`src/rtl/esfa_benchmark_sequencer.sv`:
```
// Benchmark campaign controller: issues NUM_RUNS start pulses to one datapath,
// times out stalled runs, and tallies failures and active cycles.
module esfa_benchmark_sequencer #(
  parameter int NUM_RUNS = 16,
  parameter int RUN_W    = 8,
  parameter int CNT_W    = 32,
  parameter int TIMEOUT  = 4096
) (
  input  logic             clk,
  input  logic             reset,
  input  logic             doRun,
  output logic             dutStart,
  input  logic             dutDone,
  input  logic             dutPass,
  output logic             isRunning,
  output logic             wasSuccessful,
  output logic             timedOut,
  output logic [RUN_W-1:0] runIndex,
  output logic [RUN_W-1:0] failCount,
  output logic [CNT_W-1:0] cycleCount
);

  localparam int TMR_W = (TIMEOUT > 1) ? $clog2(TIMEOUT) : 1;
  localparam logic [TMR_W-1:0] TMR_LAST = TMR_W'(TIMEOUT - 1);
  localparam logic [RUN_W-1:0] RUN_LAST = RUN_W'(NUM_RUNS - 1);

  typedef enum logic [2:0] {
    S_IDLE,
    S_LAUNCH,
    S_WAIT,
    S_CHECK,
    S_DONE
  } state_t;

  state_t           state_reg, state_next;
  logic [TMR_W-1:0] timer_reg, timer_next;
  logic [RUN_W-1:0] run_reg, run_next;
  logic [RUN_W-1:0] fail_reg, fail_next;
  logic [CNT_W-1:0] cyc_reg, cyc_next;
  logic             timed_reg, timed_next;
  logic             success_reg, success_next;
  logic             active;

  always_ff @(posedge clk or posedge reset) begin
    if (reset) begin
      state_reg   <= S_IDLE;
      timer_reg   <= '0;
      run_reg     <= '0;
      fail_reg    <= '0;
      cyc_reg     <= '0;
      timed_reg   <= 1'b0;
      success_reg <= 1'b0;
    end else begin
      state_reg   <= state_next;
      timer_reg   <= timer_next;
      run_reg     <= run_next;
      fail_reg    <= fail_next;
      cyc_reg     <= cyc_next;
      timed_reg   <= timed_next;
      success_reg <= success_next;
    end
  end

  always_comb begin
    state_next   = state_reg;
    timer_next   = timer_reg;
    run_next     = run_reg;
    fail_next    = fail_reg;
    cyc_next     = cyc_reg;
    timed_next   = timed_reg;
    success_next = success_reg;
    active       = (state_reg == S_LAUNCH) || (state_reg == S_WAIT) || (state_reg == S_CHECK);

    if (active && (cyc_reg != '1)) begin
      cyc_next = cyc_reg + 1'b1;
    end

    case (state_reg)
      S_IDLE: begin
        if (doRun) begin
          state_next   = S_LAUNCH;
          run_next     = '0;
          fail_next    = '0;
          cyc_next     = '0;
          timed_next   = 1'b0;
          success_next = 1'b0;
        end
      end
      S_LAUNCH: begin
        timer_next = '0;
        state_next = doRun ? S_WAIT : S_IDLE;
      end
      S_WAIT: begin
        timer_next = timer_reg + 1'b1;
        // Abort outranks a completion arriving on the same cycle.
        if (!doRun) begin
          state_next   = S_IDLE;
          success_next = 1'b0;
        end else if (dutDone) begin
          if (!dutPass) begin
            fail_next = fail_reg + 1'b1;
          end
          state_next = S_CHECK;
        end else if (timer_reg == TMR_LAST) begin
          timed_next   = 1'b1;
          fail_next    = fail_reg + 1'b1;
          success_next = 1'b0;
          state_next   = S_DONE;
        end
      end
      S_CHECK: begin
        if (!doRun) begin
          state_next   = S_IDLE;
          success_next = 1'b0;
        end else if (run_reg == RUN_LAST) begin
          state_next   = S_DONE;
          success_next = (fail_reg == '0) && !timed_reg;
        end else begin
          run_next   = run_reg + 1'b1;
          state_next = S_LAUNCH;
        end
      end
      S_DONE: begin
        if (!doRun) begin
          state_next = S_IDLE;
        end
      end
      default: state_next = S_IDLE;
    endcase
  end

  assign dutStart      = (state_reg == S_LAUNCH);
  assign isRunning     = active;
  assign wasSuccessful = success_reg;
  assign timedOut      = timed_reg;
  assign runIndex      = run_reg;
  assign failCount     = fail_reg;
  assign cycleCount    = cyc_reg;

endmodule

```
`config.mk`:
```
export PLATFORM = sky130hd
export DESIGN_NAME = esfa_benchmark_sequencer
export DESIGN_NICKNAME = d
export VERILOG_FILES = /design/src/rtl/esfa_benchmark_sequencer.sv
export SDC_FILE = /design/constraint.sdc
export NUM_CORES = 1
export LEC_CHECK = 0
export ABC_AREA = 1
export BUFFER_PORTS_ARGS = -buffer_cell sky130_fd_sc_hd__buf_2
export CAP_MARGIN = 25
export CORE_UTILIZATION = 52
export DETAILED_ROUTE_END_ITERATION = 8
export PLACE_DENSITY = 0.78
export SLEW_MARGIN = 20
export SYNTH_ARGS = -nofsm -noshare
export SYNTH_HDL_FRONTEND = slang
export SYNTH_SLANG_ARGS = --single-unit
```
`constraint.sdc`:
```
create_clock -name clk -period 1.8 [get_ports clk]
set_clock_uncertainty 0.2 [all_clocks]
set_input_delay 0.09 -clock clk [delete_from_list [all_inputs] [get_ports clk]]
set_output_delay 0.09 -clock clk [all_outputs]
set_load 0.05 [all_outputs]
```
# Word-level counts from Yosys, hierarchy flattened
# Cells that the tools add are included.
[op_classes]
eq_ne = 20
n_reduce_logical = 16
mux = 33
n_addsub = 4
[op_table]
columns = ["cell", "n"]
rows = [
  ["$mux 32", 3],
  ["$mux 8", 7],
  ["$add 32x1->32 const B", 1],
  ["$ne 32x32->1 const B", 1],
  ["$pmux 8 s2", 2],
  ["$pmux 12 s2", 1],
  ["$mux 3", 7],
  ["$add 8x1->8 const B", 2],
  ["$pmux 3 s5", 1],
  ["$reduce_and 5->1", 3],
  ["$add 12x1->12 const B", 1],
  ["$eq 12x12->1 const B", 1],
  ["$ne 2x2->1 const B", 6],
  ["$mux 1", 9],
  ["$ne 3x2->1 const B", 3],
  ["$eq 8x4->1 const B", 1],
  ["$logic_not 8->1", 1],
  ["$eq 3x2->1 const B", 2],
  ["$ne 3x3->1 const B", 2],
  ["$reduce_bool 2->1", 3],
  ["$ne 4x3->1 const B", 1],
  ["$reduce_and 4->1", 1],
  ["$eq 3x1->1 const B", 1],
  ["$eq 3x3->1 const B", 1],
  ["other kinds (10)", 12],
]
[totals]
output_inout_bits = 52
regBits = 65
wordCells = 80

# Logic depth before layout (Yosys ltp)
[depth]
word_depth = 7
ltp_mapped = 12

# Worst setup path before layout
# Ideal clock, no wire load.
[synth_path]
path_type = "reg-to-reg"
start = "reg cyc_reg[1] (netlist: cycleCount[1])"
end = "reg cyc_reg[28] (netlist: cycleCount[28])"
setup_ns = 0.120
path_buffers = 1
stages_incl_launch_ff = 12
setup_slack_ns = -0.410
arrival_time_ns = 1.891
synth_period_minus_slack_ns = 2.210
path_cell_list = "dfrtp_1 > ha_1 > nand2_2 > nor2_4 > nand2_4 > nor2_8 > nand2_2 > nand2_4 > inv_4 > buf_6 > a21oi_2 > nor2_1"
[synth_via]
elab_chain_len = 5
[synth_rtl]
columns = ["element", "line", "source"]
rows = [
  ["start, declared", "39", "logic [CNT_W-1:0] cyc_reg, cyc_next;"],
  ["start signal, assigned", "58", "cyc_reg <= cyc_next;"],
  ["branches (longest 2 deep; another with $add 32x1->32)", "n/a", ""],
  ["$mux 32 *", "74", "if (active && (cyc_reg != '1)) begin"],
  ["$mux 32", "80", "if (doRun) begin"],
  ["$mux 32 *", "78", "case (state_reg)"],
  ["net cyc_next[28]", "39", ""],
]
# Mark *: on every way through the listed nets, which the timed path passes.
# A chain may end at the register's enable or synchronous reset.

# Worst setup path in the final report
[layout_path]
start = "reg cyc_reg[19] (netlist: cycleCount[19])"
end = "reg cyc_reg[4] (netlist: cycleCount[4])"
[layout_via]
elab_chain_len = 5
[layout_rtl]
columns = ["element", "line"]
rows = [
  ["$ne 32x32->1 *", "74"],
  ["$logic_and 1x1->1 *", "74"],
  ["$mux 32 *", "74"],
  ["$mux 32", "80"],
  ["$mux 32 *", "78"],
  ["net cyc_next[4]", "39"],
]
# The timed path passes the listed nets; every way through them passes the cells marked *.

==> impl_metrics.toml <==
[floorplanning]
rows = 32
die-area_um2 = 8340
io_pins = 57
start_util = 0.537
core_um2 = 7730
die_x_um = 91.4
die_h_um = 91.4

[layout]
fin_nets = 694
syn2layout_area_growth_pct = 32.3
largest_reg_flops = 32
fin_util = 0.711
final_layout_size_suffix_gt1_frac = 0.344
diodes = 0

[routing]
drc = 0
via_per_inst = 5.45
drt_first_pass_iters = 5
wl_per_cell_um = 14.3
drt_wl_total_mm = 11.3
ant_nets = 0
drtIter0Drc = 230
num_vias = 4312

[timing]
setup-tns-final_ns = -0.525
fmax_mhz = 535
tightest_slew_ns = 0.368
drv_slew = 0
fin_crit_ns = 1.87
rsz0062_at_grt = "yes"
timing.final.crit_share = 1.04
setup_slack_ns = -0.0698
setup_viol = 20
hold_viol_final = 0
slew_headroom = 0.755

[critical_path]
required_ns = 1.84
path_class = "flop to flop"
path_buf_inv = 1
r2r_start = "cycleCount[19]"
critPathLaunch = "cycleCount[19]"
arrival_ns = 1.91
startpoint_type = "flop"
crit_path_max_incr_delay_ns = 0.40
reg2reg_slack_ns = -0.07
path_max_fanout = 7
r2r_cells = 10
worstPathCellList = "nand2_1, nor2_1, nand2_1, nor2_1, nand2_4, nand2_8, buf_12, nor2_1, o21ai_1, nor2_1"
slowest_stage = "dfrtp_1"
path_common_cell = "nor2_1"
worstSetupEndpointType = "flop"
reg2reg_to = "cycleCount[4]"
path_delay_family = "simple AND/OR/NAND/NOR gates"
cp.depth = 10

[worst_hold_path]
holdCritPathClass = "input pin to asynchronous set/reset pin"

[logic_synthesis]
syn-cell-area_um2 = 4150
ys.flop_type = "dfrtp_1"
ys_ff_latch = 65
synth_commonest_cells = "nand2_1 (153), nor2_1 (94), dfrtp_1 (65), inv_1 (65), nand3_1 (42)"
postSynthAreaPerCell_um2 = 7.19
ys_async_sr_fraction = 1.00
synthTopCellsByArea = "dfrtp_1 (39%), nand2_1 (14%), nor2_1 (8.5%), inv_1 (5.9%), nand3_1 (5.1%)"
ys_seq_area_frac = 0.392
synth_top_area_cell = "dfrtp_1"
synth_most_common_cell = "nand2_1"
yosysTopAreaCellShare = 0.392
synth_edf_count = 0
syn_inst = 577
synth-warning-count = 0
synthDistinctLibCells = 40
syn-num-nets = 587

[global_route]
gr-total-overflow = 0
grt_pass1_vias = 3941
busiest_layer = "met2"
use_met2 = 0.473
grt_pass1_wl_mm = 17.6
grt_use_met1 = 0.320
grt_max_degree = 66
antenna_found_initial = 0
grt.total_usage = 0.266
met3_usage = 0.0477

[cts]
clkLatencyLatePin_ns = 0.36
cts_root_buf = "clkbuf_8"
numCtsBuffers = 9
htreeDepth = 3
cts_tree = "done"
clkTransAtPathRegs_ns = 0.07
clockBufferDepth = 2
clock-sinks = 65

[status]
failed_checks = "negative setup slack"
status = "finished with violations"

[pwr]
power_per_cell_area_nw_per_um2 = 1010
total_leakage_power_nw = 2.56
vdd_drop_max_v = 0.000886

[place]
post-dp-hpwl_mm = 7.58
io_buffers = 56
gp_routability_congestion = 0.887

[run]
drv_cap = 0
-- kinds of logic (layout without fill, tap and decap cells) --
logic type	after synthesis	count (layout)	synth area share
XOR/XNOR	4	4	0.00844
AO/OA/AOI/OAI	72	72	0.102
buffers and inverters	81	192	0.0898
AND/OR/NAND/NOR	350	351	0.392
adder cells (fa/ha/maj)	5	5	0.0151
flip-flops	65	65	0.392
-- layout by cell type (no fill, tap or decap), types with 3 or more instances in the layout --
cell type | synthesis | layout
o21ai_1 | 6 | 13
nand2_1 | 153 | 134
nand3_1 | 42 | 36
inv_1 | 65 | 61
nor2_8 | 3 | 3
dfrtp_2 | 0 | 23
inv_2 | 2 | 5
nor2_2 | 4 | 9
a21oi_2 | 3 | 9
nand3b_1 | 5 | 5
o21bai_1 | 5 | 4
nand4_1 | 8 | 8
o21ai_0 | 24 | 16
nand2_8 | 0 | 3
nor3_1 | 13 | 12
a21oi_1 | 20 | 13
buf_2 | 2 | 55
buf_6 | 6 | 4
dfrtp_1 | 65 | 42
nor2_4 | 3 | 7
nor3b_1 | 5 | 3
buf_12 | 0 | 3
clkbuf_1 | 0 | 3
nand3_2 | 3 | 4
nand2_2 | 8 | 17
nor2_1 | 94 | 85
o21ai_2 | 5 | 6
buf_4 | 3 | 38
nand3_4 | 1 | 6
dlygate4sd3_1 | 0 | 4
clkbuf_8 | 0 | 10
nand2_4 | 3 | 11
nor3_2 | 2 | 3
-- worst register-to-register path, cell delays in order (launching register included) --
cell	delay (ns)
dfrtp_1	0.40
nand2_1	0.10
nor2_1	0.20
nand2_1	0.11
nor2_1	0.19
nand2_4	0.09
nand2_8	0.13
buf_12	0.14
nor2_1	0.05
o21ai_1	0.12
nor2_1	0.05
-- through the flow --
| step | area (µm²) | instances | hold WS, ns | power [mW] | setup WS (ns) |
|---|---|---|---|---|---|
| 2_1_floorplan | 4250 | 577 | 0.0270 | 3.38 | -0.169 |
| 3_3_place_gp | 4860 | 760 | 0.0110 | 3.83 | -0.00200 |
| 3_5_place_dp | 4860 | 760 | 0.0157 | 3.89 | -0.0974 |
| 4_1_cts | 5150 | 783 | 0.192 | 5.05 | -0.0158 |
| 5_1_grt | 5490 | 791 | 0.236 | 5.78 | -0.160 |
| 6_report | 5490 | 791 | 0.166 | 5.52 | -0.0698 |
-- layer usage --
layer / share of wire / vias to the layer above
li1: - / 2063
met1: 0.40 / 2043
met2: 0.51 / 165
met3: 0.057 / 41
met4: 0.033 / 0
met5: 0 / -
-- final cells by class --
cell class                      instances  area [µm²]
Clock buffer                           13         149
Fill cell                             617        2230
Inverter                               70         282
Clock inverter                          3        17.5
Tap cell                              102         128
Timing Repair Buffer                  106         756
Multi-Input combinational cell        432        2510
Sequential cell                        65        1660
-- worst max-delay path by stage --
stage	to	slack (ns)
after floorplan	cycleCount[28]	-0.17
after global placement	cycleCount[18]	-0.002
after detailed placement	failCount[6]	-0.1
after CTS	cycleCount[14]	-0.02
after global routing	cycleCount[4]	-0.16
final	cycleCount[4]	-0.07
-- power breakdown --
| group | leakage (nW) | internal [mW] | switching (mW) |
|---|---|---|---|
| logic | 1.62 | 0.891 | 1.76 |
| clock network | 0.0834 | 0.534 | 0.577 |
| registers | 0.860 | 1.60 | 0.164 |
-- repair_timing --
item,4_1_cts,5_1_grt
setup endpoints to repair,34,52
pin swaps,4,15
hold endpoints to repair,77,0
setup buffers,3,4
hold buffers,4,0
gates resized for setup,16,65
gates cloned,0,4
(Power assumes the default switching activity.)
